--- config.mk ---
export PLATFORM = sky130hd
export DESIGN_NAME = ht_seq
export DESIGN_NICKNAME = d
export VERILOG_FILES = /design/src/rtl/ht_pkg.sv /design/src/rtl/ht_lat_cnt.sv /design/src/rtl/ht_seq.sv
export SDC_FILE = /design/constraint.sdc
export NUM_CORES = 1
export LEC_CHECK = 0
export ABC_CLOCK_PERIOD_IN_PS = 1800
export CAP_MARGIN = 5
export CORE_ASPECT_RATIO = 1.1
export CORE_MARGIN = 8
export CORE_UTILIZATION = 40
export CTS_CLUSTER_DIAMETER = 120
export DETAILED_ROUTE_END_ITERATION = 8
export PLACE_DENSITY = 0.69
export SLEW_MARGIN = 20
export SYNTH_ARGS = -nofsm -noshare
export SYNTH_HDL_FRONTEND = slang
export SYNTH_HIERARCHICAL = 1
export SYNTH_SLANG_ARGS = --single-unit
--- constraint.sdc ---
create_clock -name clk -period 1.8 [get_ports clk]
set_clock_uncertainty 0.05 [all_clocks]
set_input_delay 0.18 -clock clk [delete_from_list [all_inputs] [get_ports clk]]
set_output_delay 0.18 -clock clk [all_outputs]
set_load 0.01 [all_outputs]
--- src/rtl/ht_pkg.sv ---
// Shared types and helpers for the sorting-datapath sequencer.
// Holds the FSM state encoding, the step-count type and the req_stages validation helper.
package ht_pkg;

    localparam int unsigned NSTAGE_DEF = 5;
    localparam int unsigned STAGE_W    = 3;

    typedef logic [STAGE_W-1:0] stage_t;

    typedef enum logic [1:0] {
        IDLE = 2'd0,
        RUN  = 2'd1,
        DONE = 2'd2
    } state_t;

    typedef struct packed {
        logic   legal;
        stage_t k;
    } stage_cfg_t;

    // Out-of-range step counts run the full datapath and are flagged as illegal.
    function automatic stage_cfg_t stage_cfg(input stage_t req, input int unsigned nstage);
        stage_cfg_t cfg;
        cfg.legal = (req != '0) && (32'(req) <= nstage);
        cfg.k     = cfg.legal ? req : STAGE_W'(nstage);
        return cfg;
    endfunction

endpackage

--- src/rtl/ht_lat_cnt.sv ---
// Loadable latency down-counter; last flags the final cycle of the count.
module ht_lat_cnt
    import ht_pkg::*;
#(
    parameter int unsigned W = 3
) (
    input  logic         clk,
    input  logic         rst,
    input  logic         clr,
    input  logic         load,
    input  logic         dec,
    input  logic [W-1:0] load_val,
    output logic         last
);

    logic [W-1:0] cnt_d;
    logic [W-1:0] cnt_q;

    // clr beats load beats decrement; the count never underflows below zero.
    always_comb begin
        cnt_d = cnt_q;
        if (clr) begin
            cnt_d = '0;
        end else if (load) begin
            cnt_d = load_val;
        end else if (dec && (cnt_q != '0)) begin
            cnt_d = cnt_q - W'(1);
        end
    end

    always_ff @(posedge clk) begin
        if (rst) begin
            cnt_q <= '0;
        end else begin
            cnt_q <= cnt_d;
        end
    end

    assign last = (cnt_q == W'(1));

endmodule

--- src/rtl/ht_seq.sv ---
// Job sequencer for the 32-lane sorting datapath: accepts jobs, pulses the input
// register load, times the selected number of steps and hands off the result.
module ht_seq
    import ht_pkg::*;
#(
    parameter int unsigned NSTAGE    = NSTAGE_DEF,
    parameter int unsigned STAGE_LAT = 1,
    parameter int unsigned CNT_W     = 16
) (
    input  logic               clk,
    input  logic               rst,
    input  logic               req_valid,
    output logic               req_ready,
    input  logic [STAGE_W-1:0] req_stages,
    input  logic               flush,
    output logic               load_en,
    output logic [STAGE_W-1:0] stage_sel,
    output logic               res_valid,
    input  logic               res_ready,
    output logic               over,
    output logic               busy,
    output logic               err_cfg,
    output logic [CNT_W-1:0]   jobs_done
);

    localparam int unsigned LAT_MAX = NSTAGE * STAGE_LAT;
    localparam int unsigned LCNT_W  = (LAT_MAX == 0) ? 1 : $clog2(LAT_MAX + 1);

    state_t             state_d;
    state_t             state_q;
    stage_t             stage_sel_d;
    stage_t             stage_sel_q;
    logic               err_cfg_d;
    logic               err_cfg_q;
    logic [CNT_W-1:0]   jobs_done_d;
    logic [CNT_W-1:0]   jobs_done_q;
    logic               over_d;
    logic               over_q;

    logic               acc_c;
    stage_cfg_t         cfg_c;
    logic [LCNT_W-1:0]  lat_c;
    logic               cnt_clr;
    logic               cnt_load;
    logic               cnt_dec;
    logic               cnt_last;

    // Handshake decode; flush blocks any new acceptance in its cycle.
    assign req_ready = ~flush & ((state_q == IDLE) | ((state_q == DONE) & res_ready));
    assign acc_c     = req_valid & req_ready;
    assign load_en   = acc_c;
    assign cfg_c     = stage_cfg(req_stages, NSTAGE);
    assign lat_c     = LCNT_W'(32'(cfg_c.k) * STAGE_LAT);

    ht_lat_cnt #(
        .W (LCNT_W)
    ) u_lat_cnt (
        .clk      (clk),
        .rst      (rst),
        .clr      (cnt_clr),
        .load     (cnt_load),
        .dec      (cnt_dec),
        .load_val (lat_c),
        .last     (cnt_last)
    );

    // Next-state: flush aborts everything; an accept in DONE overrides the return to IDLE.
    always_comb begin
        state_d     = state_q;
        stage_sel_d = stage_sel_q;
        err_cfg_d   = err_cfg_q;
        jobs_done_d = jobs_done_q;
        over_d      = 1'b0;
        cnt_clr     = 1'b0;
        cnt_load    = 1'b0;
        cnt_dec     = 1'b0;

        if (flush) begin
            state_d = IDLE;
            cnt_clr = 1'b1;
        end else begin
            unique case (state_q)
                IDLE: ;
                RUN: begin
                    cnt_dec = 1'b1;
                    if (cnt_last) begin
                        state_d = DONE;
                    end
                end
                DONE: begin
                    if (res_ready) begin
                        jobs_done_d = jobs_done_q + CNT_W'(1);
                        over_d      = 1'b1;
                        state_d     = IDLE;
                    end
                end
                default: state_d = IDLE;
            endcase

            if (acc_c) begin
                stage_sel_d = cfg_c.k;
                if (!cfg_c.legal) begin
                    err_cfg_d = 1'b1;
                end
                if (lat_c == '0) begin
                    state_d = DONE;
                end else begin
                    state_d  = RUN;
                    cnt_load = 1'b1;
                end
            end
        end
    end

    always_ff @(posedge clk) begin
        if (rst) begin
            state_q     <= IDLE;
            stage_sel_q <= STAGE_W'(NSTAGE);
            err_cfg_q   <= 1'b0;
            jobs_done_q <= '0;
            over_q      <= 1'b0;
        end else begin
            state_q     <= state_d;
            stage_sel_q <= stage_sel_d;
            err_cfg_q   <= err_cfg_d;
            jobs_done_q <= jobs_done_d;
            over_q      <= over_d;
        end
    end

    assign stage_sel = stage_sel_q;
    assign res_valid = (state_q == DONE);
    assign busy      = (state_q != IDLE);
    assign err_cfg   = err_cfg_q;
    assign jobs_done = jobs_done_q;
    assign over      = over_q;

endmodule

==> flow_metrics.py, run 1 <==
metrics = {
    "drt": {
        "totalWireLength_um": 3170,
        "drt-pass1-iter-count": 4,
        "wire_per_inst_um": 13.5,
        "drtIter0Drc": 59,
        "drc": 0,
        "postRouteAntennaNets": 0,
        "via_per_inst": 5.33,
        "via_count": 1247,
    },
    "sta": {
        "finalSetupViolCount": 0,
        "rsz0062_at_grt": "no",
        "report.final.hold_viol_count": 0,
        "period_share": 0.917,
        "clock.fmax_mhz": 606,
        "slew_viol_final": 0,
        "hold_ws_ns": 0.441,
        "timing.final.ws_setup_ns": 0.150,
        "max-slew-margin-rel": 0.780,
        "tightest_slew_ns": 0.329,
        "finalSetupTns_ns": 0,
        "period_needed_ns": 1.65,
    },
    "place": {
        "hpwlAfterDp_um": 2410,
        "io_buffers": 32,
        "dp.cells": 231,
        "dp_slack_ns": -0.302,
        "gp_congestion": 0.734,
        "placedInstanceArea_mm2": 0.00182,
    },
    "clock_tree": {
        "clk_pin_slew_ns": 0.13,
        "clockBufferDepth": 2,
        "clk_latency_ns": 0.31,
        "cts_tree": "done",
        "cts_root_buffer": "clkbuf_4",
        "cts-htree-levels": 1,
        "clock-sinks": 26,
        "ctsHoldBuffers": 0,
        "cts_buffers": 3,
    },
    "cells_and_area": {
        "nets": 212,
        "n_fill_cell": 310,
        "utilization": 0.555,
        "layout-drive-gt1-share": 0.157,
        "diodes": 0,
        "design_area_mm2": 0.00183,
        "area_delta_synth_final_pct": 34.0,
        "final_cells": 234,
    },
    "synth": {
        "yosysSeqAreaShare": 0.380,
        "synth_cells": 154,
        "ys_ff_latch": 26,
        "synth_edf_count": 0,
        "synth_nets": 166,
        "syn_area_per_cell_um2": 8.89,
        "synthDistinctLibCells": 40,
        "yosys_warnings": 6,
        "synthFlopType": "dfxtp_1",
        "synth_top_area_cell": "dfxtp_1",
        "async_flop_share": 0,
        "synth_top_area_frac": 0.380,
        "synth_area_mm2": 0.00137,
        "yosys-top-cells-area": "dfxtp_1 38%, nor2_1 6.0%, nor2b_1 4.6%",
    },
    "global_routing": {
        "grt_usage": 0.118,
        "grt_overflow": 0,
        "antenna_found_initial": 0,
        "grt_pass1_wl_um": 5490,
        "grt_pass1_vias": 1212,
        "grt_max_degree": 29,
    },
    "power_and_ir_drop": {
        "total_power_uw": 948,
        "power.share.sequential": 0.621,
        "pwr-share-clk": 0.259,
        "power_switching_uw": 228,
        "peakVddDrop_v": 0.000279,
        "swShare": 0.240,
        "p_per_area_mw_per_mm2": 517,
        "combPwrFrac": 0.120,
        "p_leak_nw": 0.729,
        "p_int_uw": 720,
    },
    "worst_setup_path": {
        "critPathLaunchType": "input port",
        "worstReg2RegEnd": "jobs_done[13]",
        "critPathArrivalTime_ns": 1.42,
        "r2r_slack_ns": 0.17,
        "crit_type": "in -> out",
        "crit_path_end_kind": "output pin",
        "cp_max_fo": 4,
        "r2r-start": "jobs_done[6]",
        "cp.required_ns": 1.57,
        "rr_worst_depth": 4,
    },
    "min_path": {
        "hold_end": "err_cfg",
        "hold_path.startpoint": "err_cfg",
        "hold_path.class": "reg -> reg",
        "hold_depth": 2,
    },
    "die": {
        "dieArea_mm2": 0.00555,
        "chipHeight_um": 77.4,
        "num_rows": 22,
        "core_area_mm2": 0.00330,
        "start_util": 0.414,
        "die-width_um": 71.8,
        "io_pins": 33,
    },
    "job": {
        "maxCapViolations": 0,
    },
    "status": {
        "status": "completed",
    },
}
final cells by class:
class	instances	area [um^2]	share of cell area
tap	36	45.0	0.0246
sequential	26	523	0.285
timing repair buffer	48	432	0.235
inverter	5	18.8	0.0102
clock buffer	3	22.5	0.0123
multi-input combinational	116	793	0.432
synth_stat cells (all sizes together) (4+ instances only):
cell / count
inv: 5
mux2: 4
o21ai: 4
dfxtp: 26
nand2: 7
nor2: 22
buf: 5
ha: 4
nor3: 6
xnor2: 4
xor2: 5
nand4: 5
nor2b: 10
nand3: 9
a21oi: 7
power by group through the flow:
stage | registers, mW | clock network (mW) | logic (mW)
final | 0.589 | 0.245 | 0.113
after global routing | 0.590 | 0.276 | 0.125
after CTS | 0.589 | 0.257 | 0.115
after detailed placement | 0.601 | 0 | 0.116
after global placement | 0.601 | 0 | 0.115
after floorplan | 0.602 | 0 | 0.0600
placed cells by master (no fill, tap or decap), types with 2 or more instances in the layout:
cell type        netlist  routed
nand3_1                9       9
nor2b_1               10      10
a21oi_1                7       7
and4_1                 2       2
dfxtp_2                0       2
dfxtp_1               26      24
o21bai_1               2       2
dlygate4sd2_1          0       3
a211oi_1               2       2
nand4_1                5       5
nand2_1                7       7
mux2_2                 2       2
nor3b_1                2       2
o21ai_0                4       4
xor2_1                 5       5
a211o_1                2       2
and3_1                 2       2
or3_1                  2       2
clkbuf_4               0       3
ha_1                   4       4
mux2i_1                2       2
buf_4                  0      16
inv_1                  5       5
nor2_1                22      22
clkdlybuf4s50_1        0      28
and2_1                 2       2
nor3_1                 6       6
xnor2_1                4       4
registers in the layout, summed over array words and instances (netlist names):
register,flops
err_cfg,1
jobs_done,16
u_lat_cnt/cnt_q,3
over,1
state_q,2
stage_sel,3
cells by family (layout without fill, tap and decap cells):
logic type               after synthesis  after routing  synth area share
XOR/XNOR                               9              9            0.0576
flip-flops                            26             26             0.380
buffers and inverters                 12             56            0.0411
AND/OR/NAND/NOR                       77             77             0.327
AO/OA/AOI/OAI                         20             20             0.107
multiplexers                           6              6            0.0503
adder cells (fa/ha/maj)                4              4            0.0366
worst max path at each step:
stage                 start            endpoint  slack (ns)  depth (start not counted)
6_report          res_ready             load_en        0.15                          4
4_1_cts           res_ready             load_en        0.02                          4
3_3_place_gp      res_ready             load_en       -0.27                          4
3_5_place_dp          flush       jobs_done[13]       -0.30                          5
5_1_grt        jobs_done[8]       jobs_done[13]        0.06                          4
2_1_floorplan    state_q[1]  u_lat_cnt/cnt_q[0]        0.14                          5
critical path, cell delays in order:
cell,delay (ns)
clkdlybuf4s50_1,0.53
inv_1,0.13
a2111oi_4,0.38
clkbuf_2,0.20
per-layer routing:
| layer | GRT usage | vias up | routed length [um] |
|---|---|---|---|
| met2 | 0.203 | 25 | 1570 |
| met5 | 0 | - | 0 |
| met4 | 0.0491 | 0 | 46 |
| li1 | - | 623 | - |
| met1 | 0.137 | 595 | 1400 |
| met3 | 0.0244 | 4 | 150 |
timing repair:
item	4_1_cts	5_1_grt
pin swaps	0	1
buffers inserted	0	0
resized for setup	6	2
setup endpoints to repair	4	3
(Power assumes the default switching activity.)
==> inputs of run 2 (changes only) <==
--- a/config.mk
+++ b/config.mk
@@ -12,6 +12,7 @@
 export CORE_UTILIZATION = 40
 export CTS_CLUSTER_DIAMETER = 120
 export DETAILED_ROUTE_END_ITERATION = 8
+export HOLD_SLACK_MARGIN = 0.12
 export PLACE_DENSITY = 0.69
 export SLEW_MARGIN = 20
 export SYNTH_ARGS = -nofsm -noshare
==> results of run 2 <==
Same layout as run 1: the final DEF is identical, and so are final timing and power.
